$ cat config.mk
export PLATFORM = sky130hd
export DESIGN_NAME = mcam_mr
export DESIGN_NICKNAME = d
export VERILOG_FILES = /design/src/rtl/mcam_mr.sv
export SDC_FILE = /design/constraint.sdc
export NUM_CORES = 1
export LEC_CHECK = 0
export BUFFER_PORTS_ARGS = -buffer_cell sky130_fd_sc_hd__buf_4
export CORE_ASPECT_RATIO = 0.8
export CORE_UTILIZATION = 42
export DETAILED_ROUTE_END_ITERATION = 10
export PLACE_DENSITY_LB_ADDON = 0.12
export SYNTH_ARGS = -nofsm -noshare
export SYNTH_HDL_FRONTEND = slang
export SYNTH_HIERARCHICAL = 1
export SYNTH_SLANG_ARGS = --single-unit
$ cat constraint.sdc
create_clock -name i_mclk -period 3.4 [get_ports i_mclk]
set_clock_uncertainty 0.15 [all_clocks]
set_input_delay 0 -clock i_mclk [delete_from_list [all_inputs] [get_ports i_mclk]]
set_output_delay 0 -clock i_mclk [all_outputs]
set_load 0.02 [all_outputs]
$ cat src/rtl/mcam_mr.sv
// mcam_mr: multi-region memory access controller.
//
// It sits between the data-memory read path and the CPU. Each region i pairs
// a code window [LOW_CODE[i]..HIGH_CODE[i]] with a safe data window
// [LOW_SAFE[i]..HIGH_SAFE[i]]. Only code from region i may touch its safe data.
// That code may be entered only at LOW_CODE[i].
// On a violation the block blanks read data, logs the first cause, and raises
// a reset request of RST_CYCLES cycles.
//
// Ports:
//   i_mclk, i_reset       clock, synchronous active-high reset
//   i_mem_addr, i_mem_en  data access address / valid
//   i_mem_din             read data from memory
//   i_ins_addr            current instruction address
//   i_disable_debug       1 = enforcement off (tracking and logging continue)
//   i_viol_clr            clears the sticky violation log
//   o_mem_dout            read data to CPU (zero while blanked)
//   o_in_safe_area        per-region allow flags
//   o_rst_req             reset request pulse
//   o_viol_valid/_type/_region/_addr  first logged violation
//   o_viol_cnt            saturating violation-cycle count
//
// Optional feature macro: MCAM_VIOL_CNT_EN (enables o_viol_cnt counter,
// otherwise o_viol_cnt is tied to zero).

// Per-region window compares. All addresses are already 16 bits wide.
module mcam_mr_win #(
    parameter logic [15:0] LS = 16'h0200,
    parameter logic [15:0] HS = 16'h027F,
    parameter logic [15:0] LC = 16'h0100,
    parameter logic [15:0] HC = 16'h01FF
) (
    input  logic [15:0] i_mem_addr,
    input  logic [15:0] i_ins_addr,
    input  logic        i_mem_en,
    input  logic        i_allow,
    output logic        o_in_code,
    output logic        o_at_entry,
    output logic        o_data_viol,
    output logic        o_entry_viol
);
    logic w_in_safe;

    assign w_in_safe    = (i_mem_addr >= LS) && (i_mem_addr <= HS);
    assign o_in_code    = (i_ins_addr >= LC) && (i_ins_addr <= HC);
    assign o_at_entry   = (i_ins_addr == LC);
    // allow is the registered flag, so an access in the same cycle as the
    // entry fetch still counts as a violation.
    assign o_data_viol  = i_mem_en & w_in_safe & ~i_allow;
    assign o_entry_viol = o_in_code & ~o_at_entry & ~i_allow;
endmodule

module mcam_mr #(
    parameter int                      N_REGIONS     = 2,
    parameter int                      SIZE_MEM_ADDR = 15,
    parameter logic [16*N_REGIONS-1:0] LOW_SAFE      = {16'h0280, 16'h0200},
    parameter logic [16*N_REGIONS-1:0] HIGH_SAFE     = {16'h02FF, 16'h027F},
    parameter logic [16*N_REGIONS-1:0] LOW_CODE      = {16'h0300, 16'h0100},
    parameter logic [16*N_REGIONS-1:0] HIGH_CODE     = {16'h03FF, 16'h01FF},
    parameter int                      RST_CYCLES    = 4
) (
    input  logic                     i_mclk,
    input  logic                     i_reset,
    input  logic [SIZE_MEM_ADDR:0]   i_mem_addr,
    input  logic                     i_mem_en,
    input  logic [15:0]              i_mem_din,
    input  logic [15:0]              i_ins_addr,
    input  logic                     i_disable_debug,
    input  logic                     i_viol_clr,
    output logic [15:0]              o_mem_dout,
    output logic [N_REGIONS-1:0]     o_in_safe_area,
    output logic                     o_rst_req,
    output logic                     o_viol_valid,
    output logic                     o_viol_type,
    output logic [2:0]               o_viol_region,
    output logic [15:0]              o_viol_addr,
    output logic [7:0]               o_viol_cnt
);
    localparam int CW = (RST_CYCLES > 1) ? $clog2(RST_CYCLES) : 1;
    localparam logic [CW-1:0] CNT_INIT = CW'(RST_CYCLES - 1);

    typedef enum logic {S_IDLE, S_PULSE} state_t;

    state_t                 r_state, w_state_nxt;
    logic [CW-1:0]          r_cnt, w_cnt_nxt;
    logic                   w_go_pulse;

    logic [15:0]            w_addr16;
    logic [N_REGIONS-1:0]   r_allow;
    logic [N_REGIONS-1:0]   w_in_code, w_at_entry, w_dv, w_ev;
    logic                   w_viol_now;
    logic                   w_vtype;
    logic [2:0]             w_vreg;
    logic [15:0]            w_vaddr;

    logic                   r_viol_valid;
    logic                   r_viol_type;
    logic [2:0]             r_viol_region;
    logic [15:0]            r_viol_addr;

    assign w_addr16 = 16'(i_mem_addr);

    for (genvar g = 0; g < N_REGIONS; g++) begin : g_win
        mcam_mr_win #(
            .LS(LOW_SAFE [16*g +: 16]),
            .HS(HIGH_SAFE[16*g +: 16]),
            .LC(LOW_CODE [16*g +: 16]),
            .HC(HIGH_CODE[16*g +: 16])
        ) u_win (
            .i_mem_addr  (w_addr16),
            .i_ins_addr  (i_ins_addr),
            .i_mem_en    (i_mem_en),
            .i_allow     (r_allow[g]),
            .o_in_code   (w_in_code[g]),
            .o_at_entry  (w_at_entry[g]),
            .o_data_viol (w_dv[g]),
            .o_entry_viol(w_ev[g])
        );
    end

    assign w_viol_now = (|w_dv) | (|w_ev);

    // Walk from the highest region down so the lowest violated region wins.
    // Within a region a data violation beats an entry violation.
    always_comb begin
        w_vtype = 1'b0;
        w_vreg  = 3'd0;
        w_vaddr = 16'h0000;
        for (int i = N_REGIONS - 1; i >= 0; i--) begin
            if (w_dv[i]) begin
                w_vtype = 1'b0;
                w_vreg  = 3'(i);
                w_vaddr = w_addr16;
            end else if (w_ev[i]) begin
                w_vtype = 1'b1;
                w_vreg  = 3'(i);
                w_vaddr = i_ins_addr;
            end
        end
    end

    // Allow flags. Starting a pulse wipes them, even if this cycle fetches an entry word.
    always_ff @(posedge i_mclk) begin
        if (i_reset || w_go_pulse) begin
            r_allow <= '0;
        end else begin
            for (int i = 0; i < N_REGIONS; i++) begin
                if (w_at_entry[i])
                    r_allow[i] <= 1'b1;
                else if (!w_in_code[i])
                    r_allow[i] <= 1'b0;
            end
        end
    end

    // Reset-request FSM
    always_comb begin
        w_state_nxt = r_state;
        w_cnt_nxt   = r_cnt;
        w_go_pulse  = 1'b0;
        case (r_state)
            S_IDLE: begin
                if (w_viol_now && !i_disable_debug) begin
                    w_state_nxt = S_PULSE;
                    w_cnt_nxt   = CNT_INIT;
                    w_go_pulse  = 1'b1;
                end
            end
            S_PULSE: begin
                if (i_disable_debug || r_cnt == '0)
                    w_state_nxt = S_IDLE;
                else
                    w_cnt_nxt = r_cnt - 1'b1;
            end
            default: w_state_nxt = S_IDLE;
        endcase
    end

    always_ff @(posedge i_mclk) begin
        if (i_reset) begin
            r_state <= S_IDLE;
            r_cnt   <= '0;
        end else begin
            r_state <= w_state_nxt;
            r_cnt   <= w_cnt_nxt;
        end
    end

    // Sticky log: the first violation wins. A clear in the same cycle as a new violation logs the new one.
    always_ff @(posedge i_mclk) begin
        if (i_reset) begin
            r_viol_valid  <= 1'b0;
            r_viol_type   <= 1'b0;
            r_viol_region <= 3'd0;
            r_viol_addr   <= 16'h0000;
        end else if (w_viol_now && (!r_viol_valid || i_viol_clr)) begin
            r_viol_valid  <= 1'b1;
            r_viol_type   <= w_vtype;
            r_viol_region <= w_vreg;
            r_viol_addr   <= w_vaddr;
        end else if (i_viol_clr) begin
            r_viol_valid  <= 1'b0;
        end
    end

`ifdef MCAM_VIOL_CNT_EN
    logic [7:0] r_viol_cnt;
    always_ff @(posedge i_mclk) begin
        if (i_reset)
            r_viol_cnt <= 8'h00;
        else if (w_viol_now && r_viol_cnt != 8'hFF)
            r_viol_cnt <= r_viol_cnt + 8'd1;
    end
    assign o_viol_cnt = r_viol_cnt;
`else
    assign o_viol_cnt = 8'h00;
`endif

    assign o_rst_req      = (r_state == S_PULSE) & ~i_disable_debug;
    assign o_mem_dout     = ((w_viol_now || r_state == S_PULSE) && !i_disable_debug)
                            ? 16'h0000 : i_mem_din;
    assign o_in_safe_area = r_allow;
    assign o_viol_valid   = r_viol_valid;
    assign o_viol_type    = r_viol_type;
    assign o_viol_region  = r_viol_region;
    assign o_viol_addr    = r_viol_addr;
endmodule

==> run_results.csv, run 1 <==
group,metric,value,unit
finish,multiInputGateArea,908,µm²
global_routing,grt_util_all_layers,0.249,
logic_synthesis,yosysSeqAreaShare,0.318,
placement,dp.final_hpwl,3280,µm
finish,fin_nets,336,
floorplan,rows,19,
power_and_ir_drop,cellPowerDensity,241,nW/µm²
timing,fin_crit,3280,ps
route,ant_nets,0,
placement,globalplace.congestion,0.852,
worst_setup_path,cpMaxStageDelayCell,"dlygate4sd3_1",
route,dr.pass1.iters,4,
clock_tree,cts_sinks,24,
route,via_per_inst,5.28,
global_routing,antenna_found_initial,0,
worst_setup_path,critPathLaunchType,"primary input",
timing,hold_viol_final,0,
worst_setup_path,cp.required,3460,ps
worst_setup_path,cp_max_fo,9,
worst_setup_path,critPathKind,"primary input to flip-flop",
timing,rsz0062_at_grt,"false",
route,routed_wl,4780,µm
timing,slew_headroom,0.312,
finish,drive_gt1_frac,0.463,
placement,numPlacedInstances,281,
timing,final_max_slew_viol_count,0,
floorplan,die_y,55.6,µm
logic_synthesis,synth_area,1510,µm²
floorplan,die_w,69.0,µm
logic_synthesis,synthCells,155,
finish,seqCellArea,480,µm²
route,num_vias,1706,
power_and_ir_drop,ir_worst_vdd,0.232,mV
placement,place.port_buffers,90,
floorplan,die_area,3840,µm²
route,wire_per_inst,14.8,µm
floorplan,ios,101,
timing,max_freq,305,MHz
hold_path,holdPathStages,6,
worst_setup_path,r2r_start,"o_in_safe_area[0]$_SDFFE_PP0P_",
timing,max_slew.worst_pin.slew,1020,ps
run,maxCapViolations,0,
logic_synthesis,ys_ff_latch,24,
clock_tree,cts_made_buffers,3,
power_and_ir_drop,p_leak,0.00133,µW
hold_path,min_to,"o_in_safe_area[1]$_SDFFE_PP0P_",
logic_synthesis,async_flop_share,0,
worst_setup_path,reg2reg_slack,390,ps
timing,setup_viol_count_final,0,
finish,syn_to_final_growth,72.1,%
finish,diodes,0,
logic_synthesis,ys_types,40,
global_routing,grt_pass1_wl,7750,µm
outcome,run_status,"finished clean",
clock_tree,clockBufferDepth,2,
global_routing,grt_max_degree,20,
global_routing,overflow,0,
logic_synthesis,avgSynthCellArea,9.74,µm²
worst_setup_path,crit_top_cell,"buf_4",
worst_setup_path,cp-end-kind,"flip-flop",
worst_setup_path,crit_buf_inv,6,
finish,final_common_cell,"buf_4",
worst_setup_path,cp_cell_sequence,"dlygate4sd3_1, buf_4, or4b_4, a2111oi_1, buf_4, inv_1, a2111oi_4, buf_4, a221o_2, dlygate4sd3_1",
worst_setup_path,cpPeakStageDelay,560,ps
worst_setup_path,reg2reg_depth,7,
floorplan,start_util,0.441,
clock_tree,root_buffer,"clkbuf_8",
timing,post-route-period-util,0.964,
worst_setup_path,reg2reg_to,"o_viol_addr[7]$_SDFFE_PP0P_",
clock_tree,path_clk_slew,80,ps
finish,final_cells,323,
clock_tree,clock_latency,270,ps
hold_path,hp-class,"primary input to flip-flop",
finish,layout_common_cells,"97 x buf_4, 35 x dlygate4sd3_1, 24 x dfxtp_1",
floorplan,core_area,3420,µm²
logic_synthesis,yosys_warnings,6,
hold_path,hp-start,"i_ins_addr[3]",
timing,fin_tns_setup,0,ps
logic_synthesis,ys.flop_type,"dfxtp_1",
clock_tree,cts_tree,"built",
route,drt-initial-drc-count,120,
logic_synthesis,synth_edf_count,0,
worst_setup_path,cp.arrival,3330,ps
route,drc_errors,0,
clock_tree,htree_levels,1,
worst_setup_path,critical_path.top_delay_family,"buffers and inverters",
finish,fillerInstances,259,
global_routing,grt_pass1_vias,1631,
cells in the mapped netlist (2+ instances only):
cell type | number | area [µm²]
dfxtp_1 | 24 | 480
o211a_1 | 19 | 190
a221o_2 | 16 | 180
and2_1 | 16 | 100
nor2_1 | 11 | 41.3
buf_4 | 10 | 75.1
nor4_1 | 7 | 43.8
inv_1 | 5 | 18.8
a21oi_1 | 4 | 20.0
buf_2 | 4 | 20.0
buf_6 | 3 | 33.8
nor2b_1 | 3 | 18.8
nor3_1 | 3 | 15.0
or4_1 | 3 | 22.5
o21ai_0 | 2 | 10.0
worst max path at each step:
| stage | start | to | cells past startpoint |
|---|---|---|---|
| 3_3_place_gp | i_ins_addr[14] | o_viol_addr[0]$_SDFFE_PP0P_ | 8 |
| 4_1_cts | i_ins_addr[13] | o_viol_addr[3]$_SDFFE_PP0P_ | 10 |
| 3_5_place_dp | i_ins_addr[14] | o_viol_addr[9]$_SDFFE_PP0P_ | 8 |
| 6_report | i_ins_addr[11] | o_viol_addr[7]$_SDFFE_PP0P_ | 10 |
| 5_1_grt | i_ins_addr[10] | o_viol_addr[5]$_SDFFE_PP0P_ | 10 |
| 2_1_floorplan | i_ins_addr[11] | o_viol_addr[10]$_SDFFE_PP0P_ | 6 |
power breakdown:
part	switching (µW)	total (µW)	internal, µW
logic	66.7	148	81.6
clock network	90.2	194	103
registers	0.894	283	282
total	158	625	467
per-stage QoR:
stage / utilization / total power [µW] / hold WS, ps / worst slack [ps] / area [µm²]
global placement: 0.632 / 416 / 77.3 / 902 / 2160
detailed placement: 0.632 / 416 / 80.8 / 776 / 2160
CTS: 0.751 / 626 / 57.7 / 12.9 / 2570
floorplan: - / 348 / -60.7 / 939 / 1540
finish: 0.759 / 625 / 52.0 / 122 / 2600
global route: 0.759 / 653 / 108 / 26.8 / 2600
layer usage:
| layer | routed length (µm) | up-vias | global-route usage |
|---|---|---|---|
| li1 | - | 836 | - |
| met1 | 2260 | 794 | 0.348 |
| met2 | 2190 | 70 | 0.394 |
| met3 | 291 | 6 | 0.0616 |
| met4 | 40 | 0 | 0.0466 |
| met5 | 0 | - | 0 |
worst reg2reg max path: cells and delay by family, from the launching register on:
| kind | cells | cell delay [ps] |
|---|---|---|
| buf+inv | 2 | 880 |
| flops | 1 | 410 |
| simple gates | 3 | 1240 |
| compound gates | 2 | 270 |
flip-flops by register name (all words and copies together), names as in the netlist:
register        flops
r_cnt               2
o_viol_addr        16
o_in_safe_area      2
o_viol_type         1
r_state             1
o_viol_region       1
o_viol_valid        1
timing repair:
action | in CTS | in global routing
setup buffers | 0 | 3
setup endpoints to repair | 0 | 15
resized for setup | 0 | 2
hold endpoints to repair | 22 | 0
hold buffers | 35 | 0
area by class of cell:
type,instances,area share
multi-input combinational,115,0.350
clock buffer,4,0.0212
timing repair buffer,132,0.415
tap,42,0.0202
inverter,6,0.00867
sequential,24,0.185
cells by family (layout without fill, tap and decap cells):
family,count (synthesis),in the layout,synth area share
adders and majority gates,1,1,0.00829
muxes,1,1,0.00746
AOI/OAI and AO/OA,47,47,0.318
DFF,24,24,0.318
and+or+nand+nor,56,56,0.240
other,1,10,0.00249
buffers and inverters,25,142,0.105
Power figures use the tool's default switching activity.
==> run 2: changes to the inputs <==
PLACE_DENSITY = 0.81   (was not set)
PLACE_DENSITY_LB_ADDON = not set   (was 0.12)
==> run_results.csv, run 2 (same netlist as run 1, synthesis figures left out) <==
group,metric,value,unit
outcome,run_status,"finished clean",
worst_setup_path,reg2reg_depth,7,
timing,fin_crit,3240,ps
power_and_ir_drop,power.total,626,µW
worst_setup_path,cp.depth,9,
finish,layout_common_cells,"95 x buf_4, 35 x dlygate4sd3_1, 24 x dfxtp_1",
power_and_ir_drop,p_leak,0.00133,µW
clock_tree,clock_latency,270,ps
power_and_ir_drop,ir_worst_vdd,0.208,mV
finish,final_util,0.757,
clock_tree,cts_sinks,24,
route,num_vias,1740,
worst_setup_path,critPathKind,"primary input to flip-flop",
global_routing,antenna_found_initial,0,
run,maxCapViolations,0,
clock_tree,clockBufferDepth,2,
timing,rsz0062_at_grt,"false",
floorplan,core_area,3420,µm²
floorplan,start_util,0.441,
route,via_per_inst,5.42,
route,dr.pass1.iters,4,
timing,max_freq,308,MHz
hold_path,holdPathStages,5,
finish,largest_reg_flops,16,
placement,numPlacedInstances,281,
clock_tree,cts_made_buffers,3,
global_routing,grt_util_all_layers,0.247,
timing,slew_headroom,0.582,
worst_setup_path,cpMaxStageDelayCell,"dlygate4sd3_1",
worst_setup_path,cp.required,3410,ps
worst_setup_path,cp_max_fo,16,
route,routed_wl,4810,µm
route,wire_per_inst,15.0,µm
worst_setup_path,cp.arrival,3250,ps
clock_tree,cts_tree,"built",
placement,dp.final_hpwl,3270,µm
clock_tree,path_clk_slew,80,ps
finish,final_common_cell,"buf_4",
placement,place.port_buffers,90,
finish,diodes,0,
floorplan,ios,101,
timing,setup_viol_count_final,0,
timing,max_slew.worst_pin.slew,622,ps
floorplan,rows,19,
worst_setup_path,critical_path.top_delay_family,"buffers and inverters",
timing,final_max_slew_viol_count,0,
hold_path,hp-class,"primary input to flip-flop",
power_and_ir_drop,cellPowerDensity,242,nW/µm²
finish,final_cells,321,
clock_tree,htree_levels,1,
global_routing,overflow,0,
finish,syn_to_final_growth,71.7,%
route,drc_errors,0,
timing,fin_tns_setup,0,ps
floorplan,die_w,69.0,µm
floorplan,die_y,55.6,µm
global_routing,grt_max_degree,20,
clock_tree,root_buffer,"clkbuf_8",
route,ant_nets,0,
floorplan,die_area,3840,µm²
worst_setup_path,cpPeakStageDelay,570,ps
worst_setup_path,cp-end-kind,"flip-flop",
timing,hold_viol_final,0,
route,drt-initial-drc-count,124,
global_routing,grt_pass1_wl,7580,µm
placement,globalplace.congestion,0.854,
global_routing,grt_pass1_vias,1557,
worst_setup_path,cp_cell_sequence,"dlygate4sd3_1, buf_4, or4b_4, a2111oi_1, buf_4, nor2b_1, o211a_2, a221o_2, dlygate4sd3_1",
worst_setup_path,crit_buf_inv,4,
timing,post-route-period-util,0.954,
worst_setup_path,critPathLaunchType,"primary input",
finish,drive_gt1_frac,0.459,
finish,fin_nets,334,
==> run 2: per-stage QoR <==
stage / hold WS [ps] / cell area, µm² / setup WS (ps)
after floorplan: -60.7 / 1540 / 939
after global placement: 76.6 / 2160 / 601
after detailed placement: 79.9 / 2160 / 543
after CTS: 19.7 / 2570 / 87.6
after global routing: 39.9 / 2590 / 55.5
final: 27.1 / 2590 / 156
==> run 2: area by class of cell <==
cell class	instances	area (µm²)
fillers	260	832
multi-input cells	115	917
inverters	6	22.5
clock buffers	4	55.1
well taps	42	52.6
repair buffers	130	1060
flip-flops and latches	24	480
==> run 2: worst min-delay path, cell delays in order <==
cell and delay [ps]:
buf_4 100, or4_1 100, nor4_1 50, a21oi_1 110
nor3_1 50
==> run 2: power breakdown <==
group	internal (µW)	total, µW	switching (µW)
sequential	282	283	0.989
combinational	80.9	147	66.4
clock	103	195	91.8
total	467	626	159
==> run 2: worst paths after layout <==
path	start	endpoint	slack, ps
min	i_ins_addr[4]	o_in_safe_area[0]$_SDFFE_PP0P_	30
min reg2reg	r_cnt[1]$_SDFFE_PP0P_	r_cnt[1]$_SDFFE_PP0P_	330
max reg2reg	o_in_safe_area[1]$_SDFFE_PP0P_	o_viol_addr[13]$_SDFFE_PP0P_	400
max	i_ins_addr[11]	o_viol_addr[12]$_SDFFE_PP0P_	160
==> run 2: what timing repair did <==
action	in CTS	in global routing
hold buffers	35	0
resized for setup	0	3
setup buffers	0	1
hold endpoints to repair	22	0
setup endpoints to repair	0	32
==> run 2: layer usage <==
metal / routed length [µm] / global-route usage / vias up / share of wire
met3: 348 / 0.0562 / 8 / 0.072
met1: 2090 / 0.342 / 817 / 0.43
met2: 2300 / 0.383 / 84 / 0.48
met4: 72 / 0.0758 / 0 / 0.015
li1: - / - / 831 / -
met5: 0 / 0 / - / 0
